<file path="config.mk">
export PLATFORM = sky130hd
export DESIGN_NAME = multicycle_control_flat
export DESIGN_NICKNAME = d
export VERILOG_FILES = /design/src/rtl/mips_pkg.sv /design/src/rtl/multicycle_control_if.sv /design/src/rtl/multicycle_control.sv /design/src/flat_wrapper.sv
export SDC_FILE = /design/constraint.sdc
export NUM_CORES = 1
export LEC_CHECK = 0
export BUFFER_PORTS_ARGS = -buffer_cell sky130_fd_sc_hd__clkbuf_2
export CORE_AREA = 10 10 51 53
export DETAILED_ROUTE_END_ITERATION = 10
export DIE_AREA = 0 0 61 63
export GPL_ROUTABILITY_DRIVEN = 0
export PLACE_DENSITY = 0.78
export SETUP_SLACK_MARGIN = 0.05
export SKIP_LAST_GASP = 1
export SLEW_MARGIN = 20
export SYNTH_ARGS = -nofsm -noshare
export SYNTH_HDL_FRONTEND = slang
export SYNTH_SLANG_ARGS = --single-unit
export TNS_END_PERCENT = 20
</file>
<file path="constraint.sdc">
create_clock -name clk -period 1.5 [get_ports clk]
set_input_delay 0.3 -clock clk [delete_from_list [all_inputs] [get_ports clk]]
set_output_delay 0.3 -clock clk [all_outputs]
set_load 0.01 [all_outputs]
</file>
<file path="src/rtl/mips_pkg.sv">
// Shared definitions for the multi-cycle MIPS controller: opcodes,
// datapath select encodings and the controller state encoding.
package mips_pkg;

  // Opcodes (IR[31:26]) understood by the controller
  localparam logic [5:0] R_TYPE = 6'b000000;
  localparam logic [5:0] LW     = 6'b100011;
  localparam logic [5:0] SW     = 6'b101011;
  localparam logic [5:0] BEQ    = 6'b000100;
  localparam logic [5:0] J      = 6'b000010;
  localparam logic [5:0] ADDI   = 6'b001000;

  // ALUOp encodings
  localparam logic [1:0] ALUOP_ADD   = 2'b00;
  localparam logic [1:0] ALUOP_SUB   = 2'b01;
  localparam logic [1:0] ALUOP_FUNCT = 2'b10;

  // ALU B input select
  localparam logic [1:0] SRCB_REG     = 2'b00;
  localparam logic [1:0] SRCB_FOUR    = 2'b01;
  localparam logic [1:0] SRCB_IMM     = 2'b10;
  localparam logic [1:0] SRCB_IMM_SH2 = 2'b11;

  // PC source select
  localparam logic [1:0] PCSRC_ALU    = 2'b00;
  localparam logic [1:0] PCSRC_ALUOUT = 2'b01;
  localparam logic [1:0] PCSRC_JUMP   = 2'b10;

  // Controller states; codes 12-15 are unused
  typedef enum logic [3:0] {
    FETCH    = 4'd0,
    DECODE   = 4'd1,
    MEMADR   = 4'd2,
    MEMRD    = 4'd3,
    MEMWB    = 4'd4,
    MEMWR    = 4'd5,
    EXEC     = 4'd6,
    RTYPE_WB = 4'd7,
    BRANCH   = 4'd8,
    JUMP     = 4'd9,
    ADDI_EX  = 4'd10,
    ADDI_WB  = 4'd11
  } state_t;

  // True for every opcode the controller can sequence
  function automatic logic is_legal(input logic [5:0] opc);
    return (opc == R_TYPE) || (opc == LW) || (opc == SW) ||
           (opc == BEQ) || (opc == J) || (opc == ADDI);
  endfunction

endpackage

</file>
<file path="src/rtl/multicycle_control_if.sv">
// Control bundle between the multi-cycle controller and the datapath.
interface multicycle_control_if;
  logic [5:0] op;
  logic       mem_ready;
  logic       PCWrite;
  logic       PCWriteCond;
  logic       IorD;
  logic       MemRead;
  logic       MemWrite;
  logic       IRWrite;
  logic       MemtoReg;
  logic       RegDst;
  logic       RegWrite;
  logic       ALUSrcA;
  logic [1:0] ALUSrcB;
  logic [1:0] ALUOp;
  logic [1:0] PCSource;
  logic [3:0] state;
  logic       instr_done;
  logic       illegal_op;

  // Controller side
  modport master (
    input  op, mem_ready,
    output PCWrite, PCWriteCond, IorD, MemRead, MemWrite, IRWrite,
           MemtoReg, RegDst, RegWrite, ALUSrcA, ALUSrcB, ALUOp, PCSource,
           state, instr_done, illegal_op
  );

  // Datapath side
  modport slave (
    output op, mem_ready,
    input  PCWrite, PCWriteCond, IorD, MemRead, MemWrite, IRWrite,
           MemtoReg, RegDst, RegWrite, ALUSrcA, ALUSrcB, ALUOp, PCSource,
           state, instr_done, illegal_op
  );
endinterface

</file>
<file path="src/rtl/multicycle_control.sv">
// Multi-cycle MIPS controller: sequences fetch/decode/execute/memory/
// write-back and drives the shared memory port, ALU and register file.
module multicycle_control
  import mips_pkg::*;
#(
  parameter bit MEM_WAIT_EN = 1'b1
) (
  input  logic                 clk,
  input  logic                 rst,
  multicycle_control_if.master bus
);

  state_t state_q;
  state_t state_d;
  logic   rdy;

  // Without memory wait support every access completes in one cycle
  assign rdy = MEM_WAIT_EN ? bus.mem_ready : 1'b1;

  // State register
  always_ff @(posedge clk or posedge rst) begin
    if (rst) state_q <= FETCH;
    else     state_q <= state_d;
  end

  // Next-state logic
  always_comb begin
    state_d = FETCH;
    case (state_q)
      FETCH:    state_d = rdy ? DECODE : FETCH;
      DECODE: begin
        case (bus.op)
          R_TYPE:  state_d = EXEC;
          LW, SW:  state_d = MEMADR;
          BEQ:     state_d = BRANCH;
          J:       state_d = JUMP;
          ADDI:    state_d = ADDI_EX;
          default: state_d = FETCH;
        endcase
      end
      MEMADR: begin
        if (bus.op == LW)      state_d = MEMRD;
        else if (bus.op == SW) state_d = MEMWR;
        else                   state_d = FETCH;
      end
      MEMRD:    state_d = rdy ? MEMWB : MEMRD;
      MEMWB:    state_d = FETCH;
      MEMWR:    state_d = rdy ? FETCH : MEMWR;
      EXEC:     state_d = RTYPE_WB;
      RTYPE_WB: state_d = FETCH;
      BRANCH:   state_d = FETCH;
      JUMP:     state_d = FETCH;
      ADDI_EX:  state_d = ADDI_WB;
      ADDI_WB:  state_d = FETCH;
      default:  state_d = FETCH;
    endcase
  end

  // Output decode; rst gates everything so no strobe survives the reset edge
  always_comb begin
    bus.PCWrite     = 1'b0;
    bus.PCWriteCond = 1'b0;
    bus.IorD        = 1'b0;
    bus.MemRead     = 1'b0;
    bus.MemWrite    = 1'b0;
    bus.IRWrite     = 1'b0;
    bus.MemtoReg    = 1'b0;
    bus.RegDst      = 1'b0;
    bus.RegWrite    = 1'b0;
    bus.ALUSrcA     = 1'b0;
    bus.ALUSrcB     = SRCB_REG;
    bus.ALUOp       = ALUOP_ADD;
    bus.PCSource    = PCSRC_ALU;
    bus.instr_done  = 1'b0;
    bus.illegal_op  = 1'b0;
    bus.state       = state_q;
    if (!rst) begin
      case (state_q)
        FETCH: begin
          bus.MemRead  = 1'b1;
          bus.ALUSrcB  = SRCB_FOUR;
          bus.IRWrite  = rdy;
          bus.PCWrite  = rdy;
        end
        DECODE: begin
          bus.ALUSrcB = SRCB_IMM_SH2;
          if (!is_legal(bus.op)) begin
            bus.illegal_op = 1'b1;
            bus.instr_done = 1'b1;
          end
        end
        MEMADR: begin
          bus.ALUSrcA = 1'b1;
          bus.ALUSrcB = SRCB_IMM;
        end
        MEMRD: begin
          bus.MemRead = 1'b1;
          bus.IorD    = 1'b1;
        end
        MEMWB: begin
          bus.RegWrite   = 1'b1;
          bus.MemtoReg   = 1'b1;
          bus.instr_done = 1'b1;
        end
        MEMWR: begin
          bus.MemWrite   = 1'b1;
          bus.IorD       = 1'b1;
          bus.instr_done = rdy;
        end
        EXEC: begin
          bus.ALUSrcA = 1'b1;
          bus.ALUOp   = ALUOP_FUNCT;
        end
        RTYPE_WB: begin
          bus.RegWrite   = 1'b1;
          bus.RegDst     = 1'b1;
          bus.instr_done = 1'b1;
        end
        BRANCH: begin
          bus.ALUSrcA     = 1'b1;
          bus.ALUOp       = ALUOP_SUB;
          bus.PCWriteCond = 1'b1;
          bus.PCSource    = PCSRC_ALUOUT;
          bus.instr_done  = 1'b1;
        end
        JUMP: begin
          bus.PCWrite    = 1'b1;
          bus.PCSource   = PCSRC_JUMP;
          bus.instr_done = 1'b1;
        end
        ADDI_EX: begin
          bus.ALUSrcA = 1'b1;
          bus.ALUSrcB = SRCB_IMM;
        end
        ADDI_WB: begin
          bus.RegWrite   = 1'b1;
          bus.instr_done = 1'b1;
        end
        default: ;
      endcase
    end
  end

endmodule

</file>
<file path="src/flat_wrapper.sv">
// flat-port wrapper written by rule: the top's interface ports become plain ports
module multicycle_control_flat import mips_pkg::*;
#(
  parameter bit MEM_WAIT_EN = 1'b1
)
  (clk, rst, bus_op, bus_mem_ready, bus_PCWrite, bus_PCWriteCond, bus_IorD, bus_MemRead, bus_MemWrite, bus_IRWrite, bus_MemtoReg, bus_RegDst, bus_RegWrite, bus_ALUSrcA, bus_ALUSrcB, bus_ALUOp, bus_PCSource, bus_state, bus_instr_done, bus_illegal_op);
  multicycle_control_if bus_i ();
  input  logic clk;
  input  logic rst;
  input wire logic [$bits(bus_i.op)-1:0] bus_op;
  input wire logic [$bits(bus_i.mem_ready)-1:0] bus_mem_ready;
  output wire logic [$bits(bus_i.PCWrite)-1:0] bus_PCWrite;
  output wire logic [$bits(bus_i.PCWriteCond)-1:0] bus_PCWriteCond;
  output wire logic [$bits(bus_i.IorD)-1:0] bus_IorD;
  output wire logic [$bits(bus_i.MemRead)-1:0] bus_MemRead;
  output wire logic [$bits(bus_i.MemWrite)-1:0] bus_MemWrite;
  output wire logic [$bits(bus_i.IRWrite)-1:0] bus_IRWrite;
  output wire logic [$bits(bus_i.MemtoReg)-1:0] bus_MemtoReg;
  output wire logic [$bits(bus_i.RegDst)-1:0] bus_RegDst;
  output wire logic [$bits(bus_i.RegWrite)-1:0] bus_RegWrite;
  output wire logic [$bits(bus_i.ALUSrcA)-1:0] bus_ALUSrcA;
  output wire logic [$bits(bus_i.ALUSrcB)-1:0] bus_ALUSrcB;
  output wire logic [$bits(bus_i.ALUOp)-1:0] bus_ALUOp;
  output wire logic [$bits(bus_i.PCSource)-1:0] bus_PCSource;
  output wire logic [$bits(bus_i.state)-1:0] bus_state;
  output wire logic [$bits(bus_i.instr_done)-1:0] bus_instr_done;
  output wire logic [$bits(bus_i.illegal_op)-1:0] bus_illegal_op;
  assign bus_i.op = bus_op;
  assign bus_i.mem_ready = bus_mem_ready;
  assign bus_PCWrite = bus_i.PCWrite;
  assign bus_PCWriteCond = bus_i.PCWriteCond;
  assign bus_IorD = bus_i.IorD;
  assign bus_MemRead = bus_i.MemRead;
  assign bus_MemWrite = bus_i.MemWrite;
  assign bus_IRWrite = bus_i.IRWrite;
  assign bus_MemtoReg = bus_i.MemtoReg;
  assign bus_RegDst = bus_i.RegDst;
  assign bus_RegWrite = bus_i.RegWrite;
  assign bus_ALUSrcA = bus_i.ALUSrcA;
  assign bus_ALUSrcB = bus_i.ALUSrcB;
  assign bus_ALUOp = bus_i.ALUOp;
  assign bus_PCSource = bus_i.PCSource;
  assign bus_state = bus_i.state;
  assign bus_instr_done = bus_i.instr_done;
  assign bus_illegal_op = bus_i.illegal_op;
  multicycle_control #(.MEM_WAIT_EN(MEM_WAIT_EN)) u_core (.clk(clk), .rst(rst), .bus(bus_i));
endmodule
</file>
* Word-level counts from Yosys, hierarchy flattened
Cells that the tools add are included.
** Operators by class
- Equal/unequal tests :: 16
- Multiplexer cells :: 38
- Reductions and logical operators :: 14
** Operator list (number)
- one-hot mux 4 bit (7 select lines) :: 1
- 2-to-1 mux 1 bit :: 24
- one-hot mux 4 bit (5 select lines) :: 1
- == test 4 x 3 -> 1 bit, second input constant :: 4
- == test 4 bit, second input constant :: 4
- == test 6 bit, second input constant :: 2
- 2-to-1 mux 3 bit :: 3
- == test 4 x 2 -> 1 bit, second input constant :: 2
- one-hot mux 2 bit (2 select lines) :: 2
- OR reduction 2 bit :: 4
- == test 6 x 2 -> 1 bit, second input constant :: 1
- == test 6 x 3 -> 1 bit, second input constant :: 1
- == test 6 x 4 -> 1 bit, second input constant :: 1
- logical NOT 6 bit :: 1
- 2-to-1 mux 2 bit :: 3
- one-hot mux 2 bit (3 select lines) :: 1
- logical OR 1 bit :: 5
- OR reduction 5 bit :: 1
- == test 4 x 1 -> 1 bit, second input constant :: 1
- logical NOT 4 bit :: 1
- 2-to-1 mux 4 bit :: 1
- OR reduction 4 bit :: 1
- one-hot mux 1 bit (3 select lines) :: 1
- OR reduction 3 bit :: 1
- one-hot mux 1 bit (2 select lines) :: 1
** Storage, ports and cells
- Register bits :: 4
- Logic and storage cells :: 69

* Logic depth before layout (Yosys ltp)
- Word-level depth :: 9
- Gate-level depth with buffers :: 6
- Depth with buffers taken out :: 4

* Worst setup path after synthesis
OpenSTA, ideal clock, no wires.
- Kind :: register to output
- Start point :: register u_core.state_q[2] (netlist: u_core.bus.state[2])
- End point :: output port bus_instr_done
- Data arrival time :: 1.558 ns
- Data required time :: 1.200 ns
- Path slack :: -0.358 ns
- Stages on the path, launching flop included :: 5
- Cell sequence :: dfrtp_1 or2_2 clkbuf_1 a2111oi_2 a41o_1
** On the way
- Longest elaborated chain between the ends :: 4
** RTL lines
- from (decl) :: line multicycle_control.sv:13 : state_t state_q;
- from (signal assigned) :: line multicycle_control.sv:23 : else state_q <= state_d;
- == test 4 x 3 -> 1 bit or == test 4 bit (tied branches) :: line multicycle_control.sv:78 : case (state_q)
- OR reduction 5 bit (no source line)
- one-hot mux 1 bit (3 select lines) * :: line multicycle_control.sv:78
- 2-to-1 mux 1 bit * :: line multicycle_control.sv:77 : if (!rst) begin
- to (decl) :: line flat_wrapper.sv:26 : output wire logic [$bits(bus_i.instr_done)-1:0] bus_instr_done;
Mark *: on every way between the ends. The rest lies on a longest branch, timed or not.

* Worst setup path after layout
- Start point :: register u_core.state_q[1] (netlist: u_core.bus.state[1])
- End point :: output port bus_instr_done
Same word-level chain as after synthesis.

==> run summary <==
The flow ran to the end, but the final reports show violations. The final reports fail on negative setup slack. The number of antenna diodes in the final layout is 0. In this run the worst path has a maximum fanout of 4. The total die area came out at 3840 um^2. The run gives 2 as the worst-case clock buffer depth. The CTS clock-pin slew for the worst setup and hold paths is 0.04 ns, and the worst-case vdd ir drop is 324 uV. In the layout the commonest cells are sky130_fd_sc_hd__clkbuf_2 (30), sky130_fd_sc_hd__buf_4 (20), sky130_fd_sc_hd__nor2_1 (9). The synthesized netlist devotes 23.5% of its cell area to compound gates. Of all cell types, the one taking the most synthesized area is sky130_fd_sc_hd__dfrtp_1. In this run, the number of DRC markers left after iteration 0 of detailed routing was 37. Input and output buffers added on the ports amount to 30.

The worst-margin pin slew came out at 0.288 ns. Adder-cell share of the synthesized area: 1.63%. The instance count on the critical path was 4. Filler cell count: 148. The synthesized design devotes to its leading area cell type 16.3% of total area. In this design, the stage delay of the slowest critical-path cell is 0.38 ns. The minimum clock period was 1.76 ns. The tool flagged a number of max-cap violations equal to 0.

The tools report the global-route wire length before repair as 3690 um. The final critical-path setup slack is -0.259 ns. The worst setup path is captured at a primary output. For the number of global-route vias before repair, the log shows 771. Summed over all nets, wire length on met2 after detailed routing comes to 1130 um.

Measured along the x axis, the die boundary spans 61 um. Count of state elements after synthesis: 4. The setup path with the least slack is of type reg2out.

The tools report the total clock sinks as 4. For this design, the slowest cell found on the critical path is sky130_fd_sc_hd__dfrtp_1. The clock latency on the worst-skew pair is 0.24 ns. The remaining antenna violation count after routing is 0.

By area, the combinational part of the netlist is dominated by simple AND/OR/NAND/NOR gates. Setup repair after global routing could not meet its margin everywhere. Number of DRC violations after detailed routing: 0.

Setup violations remaining at the end of the flow were counted as 20. The run gives 0 as the number of hold violations in the final report. Dividing the final minimum period by the clock period gives 117%. For the worst flop-to-flop path, the logic depth is 5. The initial utilization of the core area, before any placement, comes to 37.1%. After synthesis, flip-flops and latches occupy 16.3% of the total area. The signal on the critical path passes through nand2b_4 > or3_4 > a41o_1 > clkbuf_2.

The critical path starts at u_core.bus.state[1]$_DFF_PP0_. The static leakage was 0.000476 uW; the core occupancy in the finished layout was 59.8%. For the worst setup path, the data required time is 1.20 ns. The mapped netlist covers 613 um^2. Number of slew-limit violations in the final report: 0.

The half-perimeter wire length of the detailed placement result was 1780 um. STA classifies the critical path startpoint as a flip-flop. Global routing finished with a remaining overflow of 0.

Synthesis handed over a netlist of 88 instances. The routed layout has 839 vias. Compared with the post-synthesis result, the final layout area differs by 61.2%.

The area taken by flip-flops and latches was 100 um^2; the post-layout net count was 144. The worst register-to-register path begins at u_core.bus.state[2]$_DFF_PP0_. From bottom edge to top edge, the die measures 63 um. After detailed routing, no signal wire sits above met4.

After detailed routing, the average wire length per cell comes to 15.3 um. Once placement completed, the tool counted placed cells totaling 144. The synthesized area divided by synthesized cell count works out to 6.97 um^2. The number of placed I/O pins is 31, and the maximum number of pins on one net before global-route repair is 18. The number of different library cells used by synthesis comes to 35. The tightest min-delay check is of the in2async type. The logs give 568 MHz for the highest clock frequency the design can meet and 499 um^2 for the area of combinational cells with multiple inputs. The number of levels in the clock H-tree is 1, and the simple-gate portion of the synthesized area is 42.0%. The endpoint of the worst setup timing path is bus_instr_done. After detailed routing, the total wire length is 2290 um.

Multiplexer cells account for 0% of the synthesized area. The detailed-route vias per instance came out at 5.59. The ratio of total power to cell area was 500 nW/um^2; the arrival time of the worst setup path was 1.46 ns. The number of iterations in the first detailed-routing pass was 4. The xor and xnor fraction of the mapped netlist area came out at 4.29%.

Leaving out fill and tap cells, the most frequent cell in the layout is sky130_fd_sc_hd__clkbuf_2. The critical path buffer and inverter count was 1. Counting the buffers created by CTS gives 3. Across all register-to-register paths, the minimum setup slack is -0.10 ns. Clock skew on the completed layout was measured at 0.00215 ns. TritonCTS built the clock tree. The initial antenna violation count came out at 0. The share of final-layout standard cells stronger than drive strength 1 was 54.1%. Among cell families on the critical path, the largest total delay comes from simple AND/OR/NAND/NOR gates. The total global-route track usage is 12.2%. The total area inside the core boundary comes to 1650 um^2. Yosys printed 0 warnings. The number of nets handed over by synthesis was 97. After detailed routing, the met3 layer carries 209 um of wire.

The initialized floorplan defines 15 standard-cell rows. The worst register-to-register path ends at u_core.bus.state[2]$_DFF_PP0_. By area the synthesized netlist is led by sky130_fd_sc_hd__dfrtp_1 (16%), sky130_fd_sc_hd__nor2_1 (6.7%), sky130_fd_sc_hd__nor3_1 (5.7%), sky130_fd_sc_hd__o21ai_0 (5.7%), sky130_fd_sc_hd__buf_6 (3.7%). The number of flip-flops under the largest register name was 4; the worst slew margin relative to its limit was 80.8%.

The buffer type at the clock tree root is sky130_fd_sc_hd__clkbuf_4. The run gives 906 um as the detailed-route wire length on metal 1. For the post-layout instance count excluding filler cells, the log shows 150.
per-layer routing:
metal  GRT usage (%)  up-vias
met5               0        -
met4            6.04        0
met3            5.08        4
met2            18.5       42
met1            14.1      382
li1                -      411
how the worst min path moves through the flow:
stage	end	slack [ns]
6_report	u_core.bus.state[3]$_DFF_PP0_	0.21
5_1_grt	u_core.bus.state[3]$_DFF_PP0_	0.23
4_1_cts	u_core.bus.state[0]$_DFF_PP0_	0.21
3_5_place_dp	u_core.bus.state[3]$_DFF_PP0_	0.45
3_3_place_gp	u_core.bus.state[2]$_DFF_PP0_	0.45
2_1_floorplan	u_core.bus.state[0]$_DFF_PP0_	0.08
worst register-to-register path, delay by kind of cell, from the launching register on:
family	cells	cell delay, ns
AND/OR/NAND/NOR	3	0.84
AO/OA/AOI/OAI	1	0.15
buffers and inverters	1	0.15
flip-flops	1	0.41
layout make-up:
type	instances	area share [%]
clock buffers	3	2.28
inverters	3	1.14
multi-input cells	70	50.5
flip-flops and latches	4	10.1
well taps	17	2.15
repair buffers	53	33.8
what timing repair did:
item | in CTS | in global routing
pin swaps | 1 | 0
cloned | 0 | 0
hold buffers | 0 | 0
buffers inserted | 2 | 1
endpoints found under the setup margin | 20 | 22
gates resized for setup | 5 | 3
synthesized netlist by cell type:
master,number
sky130_fd_sc_hd__nor2_1,11
sky130_fd_sc_hd__nor3_1,7
sky130_fd_sc_hd__o21ai_0,7
sky130_fd_sc_hd__clkbuf_1,5
sky130_fd_sc_hd__nand2_1,5
sky130_fd_sc_hd__dfrtp_1,4
sky130_fd_sc_hd__and3_1,3
sky130_fd_sc_hd__buf_2,3
sky130_fd_sc_hd__inv_1,3
sky130_fd_sc_hd__nand2b_1,3
sky130_fd_sc_hd__o22ai_1,3
sky130_fd_sc_hd__or2_2,3
sky130_fd_sc_hd__a31oi_1,2
sky130_fd_sc_hd__and2_1,2
sky130_fd_sc_hd__buf_6,2
sky130_fd_sc_hd__nand3_1,2
sky130_fd_sc_hd__nand3b_1,2
sky130_fd_sc_hd__nor4_1,2
sky130_fd_sc_hd__o21a_1,2
sky130_fd_sc_hd__xor2_1,2
sky130_fd_sc_hd__a2111oi_2,1
sky130_fd_sc_hd__a22o_1,1
sky130_fd_sc_hd__a311o_2,1
sky130_fd_sc_hd__a41o_1,1
sky130_fd_sc_hd__buf_4,1
sky130_fd_sc_hd__maj3_1,1
sky130_fd_sc_hd__nand2b_4,1
sky130_fd_sc_hd__nand4_1,1
sky130_fd_sc_hd__nor2b_1,1
sky130_fd_sc_hd__nor4_2,1
sky130_fd_sc_hd__o221ai_1,1
sky130_fd_sc_hd__o32ai_1,1
sky130_fd_sc_hd__or3_1,1
sky130_fd_sc_hd__or4_4,1
sky130_fd_sc_hd__xnor2_1,1
metrics by stage:
stage | hold WS (ns) | area, um^2 | TNS (ns) | setup WS, ns | total power (uW)
final | 0.214 | 988 | -2.51 | -0.259 | 494
after CTS | 0.215 | 967 | -2.67 | -0.264 | 487
after global routing | 0.231 | 988 | -4.32 | -0.327 | 526
after detailed placement | 0.451 | 911 | -0.535 | -0.209 | 344
after floorplan | 0.0826 | 671 | -0.516 | -0.158 | 254
after global placement | 0.449 | 911 | -0.348 | -0.172 | 338
kinds of logic (layout without fill, tap and decap cells):
logic type	Yosys count	in the layout
DFF	4	4
and+or+nand+nor	46	46
buffers and inverters	14	59
adders and majority gates	1	1
xor gates and xnor gates	3	3
AOI/OAI and AO/OA	20	20
power breakdown:
part,internal (uW),switching (uW),total (uW)
Sequential,114,7.19,121
Combinational,116,125,241
Clock,89.4,43.1,132
Total,319,175,494
Note: power is estimated with default switching activity, not from simulation.
